$ cat src/rtl/q_edge_monitor.sv
// Edge monitor for a flip-flop output: one-cycle rise/fall pulses, saturating event counters and last high-pulse length.
// Build option Q_EDGE_MONITOR_SYNC_EN inserts a two-flop synchronizer ahead of the sample register.
//
// state | meaning
// IDLE  | after reset, waiting for the input pipeline to fill
// LOW   | last sampled level was 0
// HIGH  | last sampled level was 1, width counter running
module q_edge_monitor #(
  parameter int CNT_W = 8,
  parameter int LEN_W = 8
) (
  input  logic             CLK,
  input  logic             Reset,
  input  logic             Q_in,
  input  logic             Clear,
  output logic             Rise_pulse,
  output logic             Fall_pulse,
  output logic [CNT_W-1:0] Rise_count,
  output logic [CNT_W-1:0] Fall_count,
  output logic [LEN_W-1:0] High_len,
  output logic             Len_valid,
  output logic             Overflow,
  output logic             Armed
);

  typedef enum logic [1:0] {IDLE = 2'd0, LOW = 2'd1, HIGH = 2'd2} state_t;

  localparam logic [CNT_W-1:0] CNT_MAX = {CNT_W{1'b1}};
  localparam logic [LEN_W-1:0] LEN_MAX = {LEN_W{1'b1}};

  state_t           state_q, state_d;
  logic             s_q;
  logic [1:0]       arm_cnt_q, arm_cnt_d;
  logic [LEN_W-1:0] width_q, width_d;
  logic [CNT_W-1:0] rise_cnt_q, rise_cnt_d, rise_base;
  logic [CNT_W-1:0] fall_cnt_q, fall_cnt_d, fall_base;
  logic [LEN_W-1:0] high_len_q, high_len_d;
  logic             ovf_q, ovf_d;
  logic             rise_pulse_q, fall_pulse_q, len_valid_q, armed_q;
  logic             rise_det, fall_det, arm_inc, width_inc;
  logic             rise_sat, fall_sat, width_sat;

`ifdef Q_EDGE_MONITOR_SYNC_EN
  localparam logic [1:0] ARM_LAST = 2'd3;
  logic [1:0] sync_q;

  always_ff @(posedge CLK) begin
    if (!Reset) begin
      sync_q <= '0;
      s_q    <= 1'b0;
    end else begin
      sync_q <= {sync_q[0], Q_in};
      s_q    <= sync_q[1];
    end
  end
`else
  localparam logic [1:0] ARM_LAST = 2'd1;

  always_ff @(posedge CLK) begin
    if (!Reset) s_q <= 1'b0;
    else        s_q <= Q_in;
  end
`endif

  always_ff @(posedge CLK) begin
    if (!Reset) state_q <= IDLE;
    else        state_q <= state_d;
  end

  // Arming picks the initial level silently so the reset level never looks like an edge.
  always_comb begin
    state_d = state_q;
    case (state_q)
      IDLE:    if (arm_cnt_q == ARM_LAST) state_d = s_q ? HIGH : LOW;
      LOW:     if (s_q)  state_d = HIGH;
      HIGH:    if (!s_q) state_d = LOW;
      default: state_d = IDLE;
    endcase
  end

  always_comb begin
    rise_det  = (state_q == LOW)  &&  s_q;
    fall_det  = (state_q == HIGH) && !s_q;
    width_inc = (state_q == HIGH) &&  s_q;
    arm_inc   = (state_q == IDLE);
  end

  // Clear is applied before a same-cycle edge, so that edge counts as the first event.
  always_comb begin
    arm_cnt_d = arm_cnt_q;
    if (arm_inc && (arm_cnt_q != ARM_LAST)) arm_cnt_d = arm_cnt_q + 2'd1;

    width_d   = width_q;
    width_sat = 1'b0;
    if (rise_det) begin
      width_d = LEN_W'(1);
    end else if (width_inc) begin
      if (width_q == LEN_MAX) width_sat = 1'b1;
      else                    width_d   = width_q + LEN_W'(1);
    end

    rise_base  = Clear ? '0 : rise_cnt_q;
    rise_cnt_d = rise_base;
    rise_sat   = 1'b0;
    if (rise_det) begin
      if (rise_base == CNT_MAX) rise_sat   = 1'b1;
      else                      rise_cnt_d = rise_base + CNT_W'(1);
    end

    fall_base  = Clear ? '0 : fall_cnt_q;
    fall_cnt_d = fall_base;
    fall_sat   = 1'b0;
    if (fall_det) begin
      if (fall_base == CNT_MAX) fall_sat   = 1'b1;
      else                      fall_cnt_d = fall_base + CNT_W'(1);
    end

    high_len_d = Clear ? '0 : high_len_q;
    if (fall_det) high_len_d = width_q;

    ovf_d = (Clear ? 1'b0 : ovf_q) | rise_sat | fall_sat | width_sat;
  end

  always_ff @(posedge CLK) begin
    if (!Reset) begin
      arm_cnt_q    <= '0;
      width_q      <= '0;
      rise_cnt_q   <= '0;
      fall_cnt_q   <= '0;
      high_len_q   <= '0;
      ovf_q        <= 1'b0;
      rise_pulse_q <= 1'b0;
      fall_pulse_q <= 1'b0;
      len_valid_q  <= 1'b0;
      armed_q      <= 1'b0;
    end else begin
      arm_cnt_q    <= arm_cnt_d;
      width_q      <= width_d;
      rise_cnt_q   <= rise_cnt_d;
      fall_cnt_q   <= fall_cnt_d;
      high_len_q   <= high_len_d;
      ovf_q        <= ovf_d;
      rise_pulse_q <= rise_det;
      fall_pulse_q <= fall_det;
      len_valid_q  <= fall_det;
      armed_q      <= (state_d != IDLE);
    end
  end

  assign Rise_pulse = rise_pulse_q;
  assign Fall_pulse = fall_pulse_q;
  assign Rise_count = rise_cnt_q;
  assign Fall_count = fall_cnt_q;
  assign High_len   = high_len_q;
  assign Len_valid  = len_valid_q;
  assign Overflow   = ovf_q;
  assign Armed      = armed_q;

endmodule
$ cat config.mk
export PLATFORM = sky130hd
export DESIGN_NAME = q_edge_monitor
export DESIGN_NICKNAME = d
export VERILOG_FILES = /design/src/rtl/q_edge_monitor.sv
export SDC_FILE = /design/constraint.sdc
export NUM_CORES = 1
export LEC_CHECK = 0
export CORE_MARGIN = 5
export CORE_UTILIZATION = 45
export DETAILED_ROUTE_END_ITERATION = 12
export HOLD_SLACK_MARGIN = 0.02
export PLACE_DENSITY = 0.69
export REMOVE_ABC_BUFFERS = 1
export SKIP_LAST_GASP = 1
export SYNTH_ARGS = -nofsm -noshare
export SYNTH_HDL_FRONTEND = slang
export SYNTH_SLANG_ARGS = --single-unit
$ cat constraint.sdc
create_clock -name CLK -period 5.4 [get_ports CLK]
set_input_delay 1.08 -clock CLK [delete_from_list [all_inputs] [get_ports CLK]]
set_output_delay 1.08 -clock CLK [all_outputs]
set_load 0.03 [all_outputs]
# Word level (Yosys, flattened, before mapping)
# Cells that the tools add are included.
[word_totals]
ff_bits = 41
inputBits = 4
output_inout_bits = 29
[op_classes]
n_reduce_logical = 12
n_addsub = 4
bitwise_logic = 5
muxes = 24
n_eq_ne = 8
[op_table]
columns = ["cell", "n"]
rows = [
  ["$mux 8", 8],
  ["$add 8x1->8 const B", 3],
  ["$eq 8x8->1 const B", 3],
  ["$mux 1", 11],
  ["$mux 2", 4],
  ["$pmux 2 s3", 1],
  ["$reduce_bool 2->1", 3],
  ["$eq 2x1->1 const B", 2],
  ["$logic_and 1x1->1", 4],
  ["$reduce_and 2->1", 2],
  ["$or 1x1->1", 3],
  ["$add 2x1->2 const B", 1],
  ["$eq 2x2->1 const B", 1],
  ["$logic_not 2->1", 1],
  ["$ne 2x1->1 const B", 1],
  ["$ne 2x2->1 const B", 1],
  ["$not 1->1", 2],
  ["$reduce_or 2->1", 1],
  ["$logic_not 1->1", 1],
]

# Depth between registers and ports, before layout
[depth]
word_depth = 7
mapped_depth = 7
ltp_nobuf = 6

# Least setup slack after synthesis
# No wires, ideal clock.
[synth_path]
kind = "input to register"
start = "input Clear"
end = "register rise_cnt_q[6], in the netlist Rise_count[6]"
stages = 7
slack_ns = 2.630
t_arrival_ns = 2.654
setup_time_ns = 0.115
n_path_buf = 1
required_time_ns = 5.285
path_cell_list = "clkbuf_1 -> nor2b_1 -> ha_1 -> inv_1 -> or3_4 -> or4_1 -> and3_1"
[synth_between]
elab_chain_len = 4
[synth_lines]
columns = ["element", "line", "rtl"]
rows = [
  ["start: declaration", "15", "input logic Clear,"],
  ["$mux 8 *", "102", "rise_base = Clear ? '0 : rise_cnt_q;"],
  ["$add 8x1->8 or $eq 8x8->1 (tied branches)", "107, 106", ""],
  ["$mux 8", "106", "if (rise_base == CNT_MAX) rise_sat = 1'b1;"],
  ["$mux 8 *", "105", "if (rise_det) begin"],
  ["end signal: assignment", "139", "rise_cnt_q <= rise_cnt_d;"],
  ["end: declaration", "35", "logic [CNT_W-1:0] rise_cnt_q, rise_cnt_d, rise_base;"],
]
# Mark *: on every way between the ends. The rest lies on a longest branch, timed or not.
# A chain may end at the register's enable or synchronous reset.

# Worst setup path after layout
# Ends and elaborated chain as after synthesis.

==> results.py <==
metrics = {
    "routing": {
        "route.detailed.drc": 0,
        "vias": 1647,
        "wl_per_cell_um": 13.00,
        "drt_iter0_drc": 70,
        "antenna_left": 0,
        "dr.pass1.iters": 4,
        "vias_per_cell": 5.418,
        "totalWireLength_um": 3952,
    },
    "sta": {
        "hold_slack_ps": 499.7,
        "fin_tns_setup_ps": 0,
        "max_freq_ghz": 0.3005,
        "report.final.slew_viol_count": 0,
        "final_hold_viol_count": 0,
        "post-route-period-util": 0.6163,
        "rsz0062_at_grt": "false",
        "setup_viol": 0,
        "worst_pin_slew_ps": 756.2,
        "fin_crit_ps": 3328,
        "max_slew_margin": 0.4953,
        "fin_skew_ps": 7.170,
    },
    "cells_and_area": {
        "drive_gt1_frac": 0.07143,
        "final_nets": 259,
        "area_delta_synth_final_pct": 22.05,
        "n_antenna_cell": 0,
        "n_fill_cell": 413,
    },
    "cts": {
        "cts.path.max_buffers": 2,
        "cts_tree": "done",
        "cts_sinks": 41,
        "cts-root-buf": "clkbuf_8",
        "postCtsSetupBuffers": 0,
        "numCtsBuffers": 5,
        "clk_transition_reported_paths_ps": 80,
        "h-tree-depth": 2,
        "hold_buffers": 0,
        "worstSkewPairLatency_ps": 290,
        "cts_resized": 0,
    },
    "critical_path": {
        "reg2reg_depth": 6,
        "worstPathArrival_ps": 3520,
        "r2r-end": "Rise_count[6]$_SDFF_PN0_",
        "cp.required_ps": 5590,
        "critPathKind": "input pin to flop",
        "start_kind": "input pin",
        "crit_family": "simple AND/OR/NAND/NOR gates",
        "worst_path_largest_cell_delay_ps": 620,
        "cp-end-kind": "flop",
        "cp_max_fo": 17,
        "critical_path.startpoint": "Clear",
        "rrSetupSlack_ps": 3400,
        "path_cells": "clkdlybuf4s50_1, buf_4, nor2b_1, ha_1, inv_1, or3_4, or4_1, and3_1",
        "regToRegStartpoint": "Rise_count[0]$_SDFF_PN0_",
        "endpoint": "Rise_count[6]$_SDFF_PN0_",
        "cp_num_cells": 8,
        "critPathSlowestCell": "clkdlybuf4s50_1",
        "critPathBufInv": 3,
    },
    "pwr": {
        "ir_drop_mv": 0.1175,
        "power_switching_uw": 157.2,
        "power_frac_seq": 0.549,
        "p_comb_frac": 0.127,
        "switching_share": 0.2645,
        "power_density_nw_per_um2": 247.2,
        "power.internal_uw": 437.1,
        "power.leakage_uw": 0.0009082,
        "power_frac_clock": 0.325,
    },
    "synthesis": {
        "synth_top_area_share": 0.4168,
        "yosys_warnings": 0,
        "synthCells": 219,
        "synth_edf_count": 0,
        "synthSimpleGateAreaFrac": 0.3075,
        "ys_ff_latch": 41,
        "synthTopCellsByArea": "dfxtp_1 (42%), a21oi_1 (4.3%), nor2_1 (4.0%)",
        "synth_common_cells": "dfxtp_1 (41), nor2_1 (21), a21oi_1 (17)",
        "synth_top_family_by_area": "simple AND/OR/NAND/NOR gates",
        "synth-compound-area-share": 0.1557,
        "synth_xor_area_frac": 0.03558,
        "async_flop_share": 0,
        "synth.area.mux_share": 0.02097,
        "yosys.area.top_type": "dfxtp_1",
        "synth-main-ff-cell": "dfxtp_1",
        "synth_fa_ha_area_frac": 0.02541,
        "synthMostInstantiatedCell": "dfxtp_1",
        "synth_area_um2": 1969,
        "synth_cell_types": 49,
        "syn_area_per_cell_um2": 8.993,
        "seq_area_frac_synth": 0.4168,
    },
    "floorplan": {
        "num_rows": 24,
        "die_h_um": 76.16,
        "io_pins": 33,
        "start_util": 0.4586,
        "die-width_um": 76.16,
        "core_um2": 4294,
        "die_area_um2": 5800,
    },
    "global_routing": {
        "track_usage": 0.1447,
        "grt_pass1_wl_um": 6906,
        "first_global_vias": 1522,
        "overflow": 0,
        "antenna_found_initial": 0,
        "grt_max_degree": 26,
    },
    "run_status": {
        "status": "completed",
    },
    "min_path": {
        "hp-class": "flop to flop",
        "min_from": "arm_cnt_q[1]$_SDFFE_PN0P_",
    },
    "job": {
        "max_cap_viol_count": 0,
    },
    "placed_design": {
        "numPortBuffers": 32,
        "hpwl_um": 2811,
        "finalWeightedCongestion": 0.7849,
    },
}
## flip-flops by register name, summed over array words and instances (netlist names)
signal,cells
width_q,8
arm_cnt_q,2
s_q,1
Armed,1
Fall_count,8
Overflow,1
state_q,2
Rise_pulse,1
Rise_count,8
Len_valid,1
High_len,8
## logic make-up (layout without fill, tap and decap cells)
group           Yosys count  count (layout)
buf+inv                  16              49
fa+ha+maj                 4               4
compound gates           44              44
simple gates            102             102
flops                    41              41
mux                       4               4
xor+xnor                  8               8
## layout make-up
class	instances	area (um2)	share of cell area
clock buffer	6	72.57	0.03019
clock inverter	2	10.01	0.004164
inverter	7	26.28	0.01093
multi-input combinational	162	1074	0.4466
sequential	41	820.8	0.3415
tap	52	65.06	0.02707
timing repair buffer	34	335.3	0.1395
## worst min-delay path: stages, from the launching register on
cell and delay [ps]:
dfxtp_1 310, nor2_1 90, a211oi_1 50
## power groups by stage
stage / Combinational, uW / Sequential [uW] / Clock (uW)
finish: 75.4 / 326 / 193
global route: 85.6 / 328 / 214
CTS: 76.7 / 326 / 199
detailed placement: 76.2 / 333 / 0
global placement: 75.4 / 333 / 0
floorplan: 43.5 / 340 / 0
## worst min path at each step
stage / depth (start not counted) / to
floorplan: 2 / arm_cnt_q[1]$_SDFFE_PN0P_
global placement: 2 / arm_cnt_q[1]$_SDFFE_PN0P_
detailed placement: 2 / arm_cnt_q[1]$_SDFFE_PN0P_
CTS: 2 / arm_cnt_q[1]$_SDFFE_PN0P_
global route: 2 / arm_cnt_q[1]$_SDFFE_PN0P_
finish: 2 / arm_cnt_q[1]$_SDFFE_PN0P_
## per-stage QoR
| step | util | area (um2) | total power [uW] | instances | worst slack (ps) |
|---|---|---|---|---|---|
| after floorplan | - | 1921 | 383.3 | 210 | 2815 |
| after global placement | 0.5405 | 2321 | 408.2 | 296 | 1847 |
| after detailed placement | 0.5405 | 2321 | 409.4 | 296 | 1740 |
| after CTS | 0.5597 | 2404 | 601.5 | 304 | 2057 |
| after global routing | 0.5597 | 2404 | 627.1 | 304 | 1898 |
| final | 0.5597 | 2404 | 594.2 | 304 | 2072 |
## layout by cell type (no fill, tap or decap), types with 2 or more instances in the layout
master            n
mux2i_1           3
clkbuf_8          5
nor2_1           21
and3b_1           3
o31a_1            2
or3_1             5
ha_1              4
xor2_1            4
clkdlybuf4s50_1  32
a21oi_1          17
xnor2_1           4
nand3_1           8
nor2b_1           8
nor3b_1           8
nand4_1           6
clkinv_2          2
nor3_1            8
nand3b_1          2
and3_1            4
and4b_1           3
o31ai_1           3
o21a_1            2
dfxtp_1          41
o21ai_0           7
nand2_1          13
buf_4             2
inv_1             7
and2_1            5
a211oi_1          2
o2111ai_1         2
## routing by layer
| layer | up-vias | wire length [um] | GRT usage |
|---|---|---|---|
| met5 | - | 0 | 0 |
| met4 | 0 | 63 | 0.05944 |
| met3 | 5 | 201 | 0.05201 |
| met2 | 32 | 1866 | 0.2406 |
| met1 | 754 | 1819 | 0.1673 |
| li1 | 856 | - | - |
(Power assumes the default switching activity.)
==> edit: new RTL, config.mk and constraints unchanged <==
Add an input register stage for `Clear`; this delays it by one clock. The other inputs are not delayed to match. Comments in the files are not updated.
--- a/src/rtl/q_edge_monitor.sv
+++ b/src/rtl/q_edge_monitor.sv
@@ -29,2 +29,8 @@
   localparam logic [LEN_W-1:0] LEN_MAX = {LEN_W{1'b1}};
+
+  logic Clear_q;
+
+  always_ff @(posedge CLK) begin
+    Clear_q <= Clear;
+  end
 
@@ -101,3 +107,3 @@
 
-    rise_base  = Clear ? '0 : rise_cnt_q;
+    rise_base  = Clear_q ? '0 : rise_cnt_q;
     rise_cnt_d = rise_base;
@@ -109,3 +115,3 @@
 
-    fall_base  = Clear ? '0 : fall_cnt_q;
+    fall_base  = Clear_q ? '0 : fall_cnt_q;
     fall_cnt_d = fall_base;
@@ -117,6 +123,6 @@
 
-    high_len_d = Clear ? '0 : high_len_q;
+    high_len_d = Clear_q ? '0 : high_len_q;
     if (fall_det) high_len_d = width_q;
 
-    ovf_d = (Clear ? 1'b0 : ovf_q) | rise_sat | fall_sat | width_sat;
+    ovf_d = (Clear_q ? 1'b0 : ovf_q) | rise_sat | fall_sat | width_sat;
   end
Check against the original RTL: not equivalent (Yosys sat finds a counterexample within 10 cycles, from zero or initial values and one cycle with Reset low).
==> edit against the unedited design <==
  * Via count is 5.2% lower
  * Clock skew up 0.00064 ns
  * Sequential cell count grew 1
  * Worst hold slack worse by 0.023 ns
  * Critical path depth decreased by 4
  * Global-route usage increased by 1.5 points
  * Area after synthesis fell by 6.7%
  * Non-clock buffer count decreased by 2
  * Die area fell by 5.9%
  * Routed wire length fell by 0.84%
  * Worst setup slack better by 0.61 ns
  * Core utilization grew 1.8 points
  * Cell area is 4.5% lower
  * Total power increased by 8.8%
  * Largest cell class unchanged
  * Largest power group unchanged
  * Highest routed layer unchanged
==> edit: results (changes against the unedited design) <==
- Vias in the first global route: 1550 (+1.8%)
- Post-synth top cells: dfxtp_1, nor2_1, nand2_1
- Critical path endpoint: High_len[3]
- R2r setup slk: 3.27 ns (-0.13 ns)
- Routed length per placed instance: 13.6 um (+4.7%)
- Cell variety after synth: 42 (-14%)
- Worst slew pin tran: 0.697 ns (-0.0587 ns)
- Max FO, Critical Path: 14 (-3)
- Starting DRT DRC Count: 67 (-4.3%)
- Top cells by area, synth: dfxtp_1, nor2_1, a22o_1
- Placed wire-length estimate: 2.78 mm (-0.97%)
- Seq/Total Area, Yosys: 45.8% (+4.1 points)
- Outcome: finished, final reports clean
- Vias per cell: 5.42 (about the same)
- Pleak: 0.801 nW (-12%)
- Final net count: 245 (-5.4%)
- Hold slack: 0.476 ns (-0.0234 ns)
- Combinational power share: 10.5% (-2.2 points)
- First-pass GRT wire length: 6.83 mm (-1.1%)
- Crit path DAT: 2.97 ns (-0.55 ns)
- Placed Cells: 280 (-5.4%)
- Reg-to-Reg Start: Clear_q
- Worst Skew: 0.00781 ns (+0.000644 ns)
- Net Sw Power: 0.000156 W (-0.81%)
- VDD IR max: 220 uV (+87%)
- Aggregate global-route resource usage: 15.9% (+1.5 points)
- Largest net degree at the start of global routing: 16 (-38%)
- Hold wc startpoint: High_len[3]
- # fillers: 364 (-12%)
-- edit: changes by cell type in the layout (fill, tap and decap cells not counted), moves of 3 or more --
cell | before | now
a21oi_1 | 17 | 8
a22o_1 | 1 | 8
a31oi_1 | 0 | 3
and4b_1 | 3 | 0
nand2_1 | 13 | 16
nand4_1 | 6 | 3
nor3b_1 | 8 | 2
-- edit: critical path, cell delays in order --
cell             delay [ns]
clkdlybuf4s50_1        0.77
inv_1                  0.35
nor2_1                 0.54
a22o_1                 0.22
-- edit: per-layer routing --
layer  GRT usage, %  part of all wire [%]  wire (um)  vias to the layer above
met3           3.01                   4.0        156                        8
met2           25.5                    43       1700                       31
met1           20.5                    51       1980                      717
li1               -                     -          -                      805
met4           7.65                   2.0         78                        0
met5              0                     0          0                        -
-- edit: logic make-up (layout without fill, tap and decap cells) --
kind of cell | count (synthesis) | in the layout | synth area share, %
XOR/XNOR | 9 | 9 | 4.29
adder cells (fa/ha/maj) | 4 | 4 | 2.72
AND/OR/NAND/NOR | 97 | 97 | 28.7
AO/OA/AOI/OAI | 39 | 39 | 14.6
multiplexers | 2 | 2 | 1.16
buffers and inverters | 12 | 45 | 2.72
flip-flops | 42 | 42 | 45.8
-- edit: final cells by class --
type	instances	area, um^2	area share [%]
Timing Repair Buffer	32	320	14.0
Tap cell	50	62.6	2.73
Sequential cell	42	841	36.6
Inverter	5	18.8	0.818
Clock buffer	7	76.3	3.33
Multi-Input combinational cell	151	946	41.2
Clock inverter	1	30.0	1.31
-- edit: through the flow --
step                      power, W  setup slack [ns]  area, um^2  util, %
final                     0.000647              2.68        2290     57.8
after global routing      0.000677              2.49        2290     57.8
after CTS                 0.000653              2.65        2290     57.8
after detailed placement  0.000412              2.35        2190     55.1
after global placement    0.000409              2.45        2190     55.1
after floorplan           0.000388              3.50        1810        -
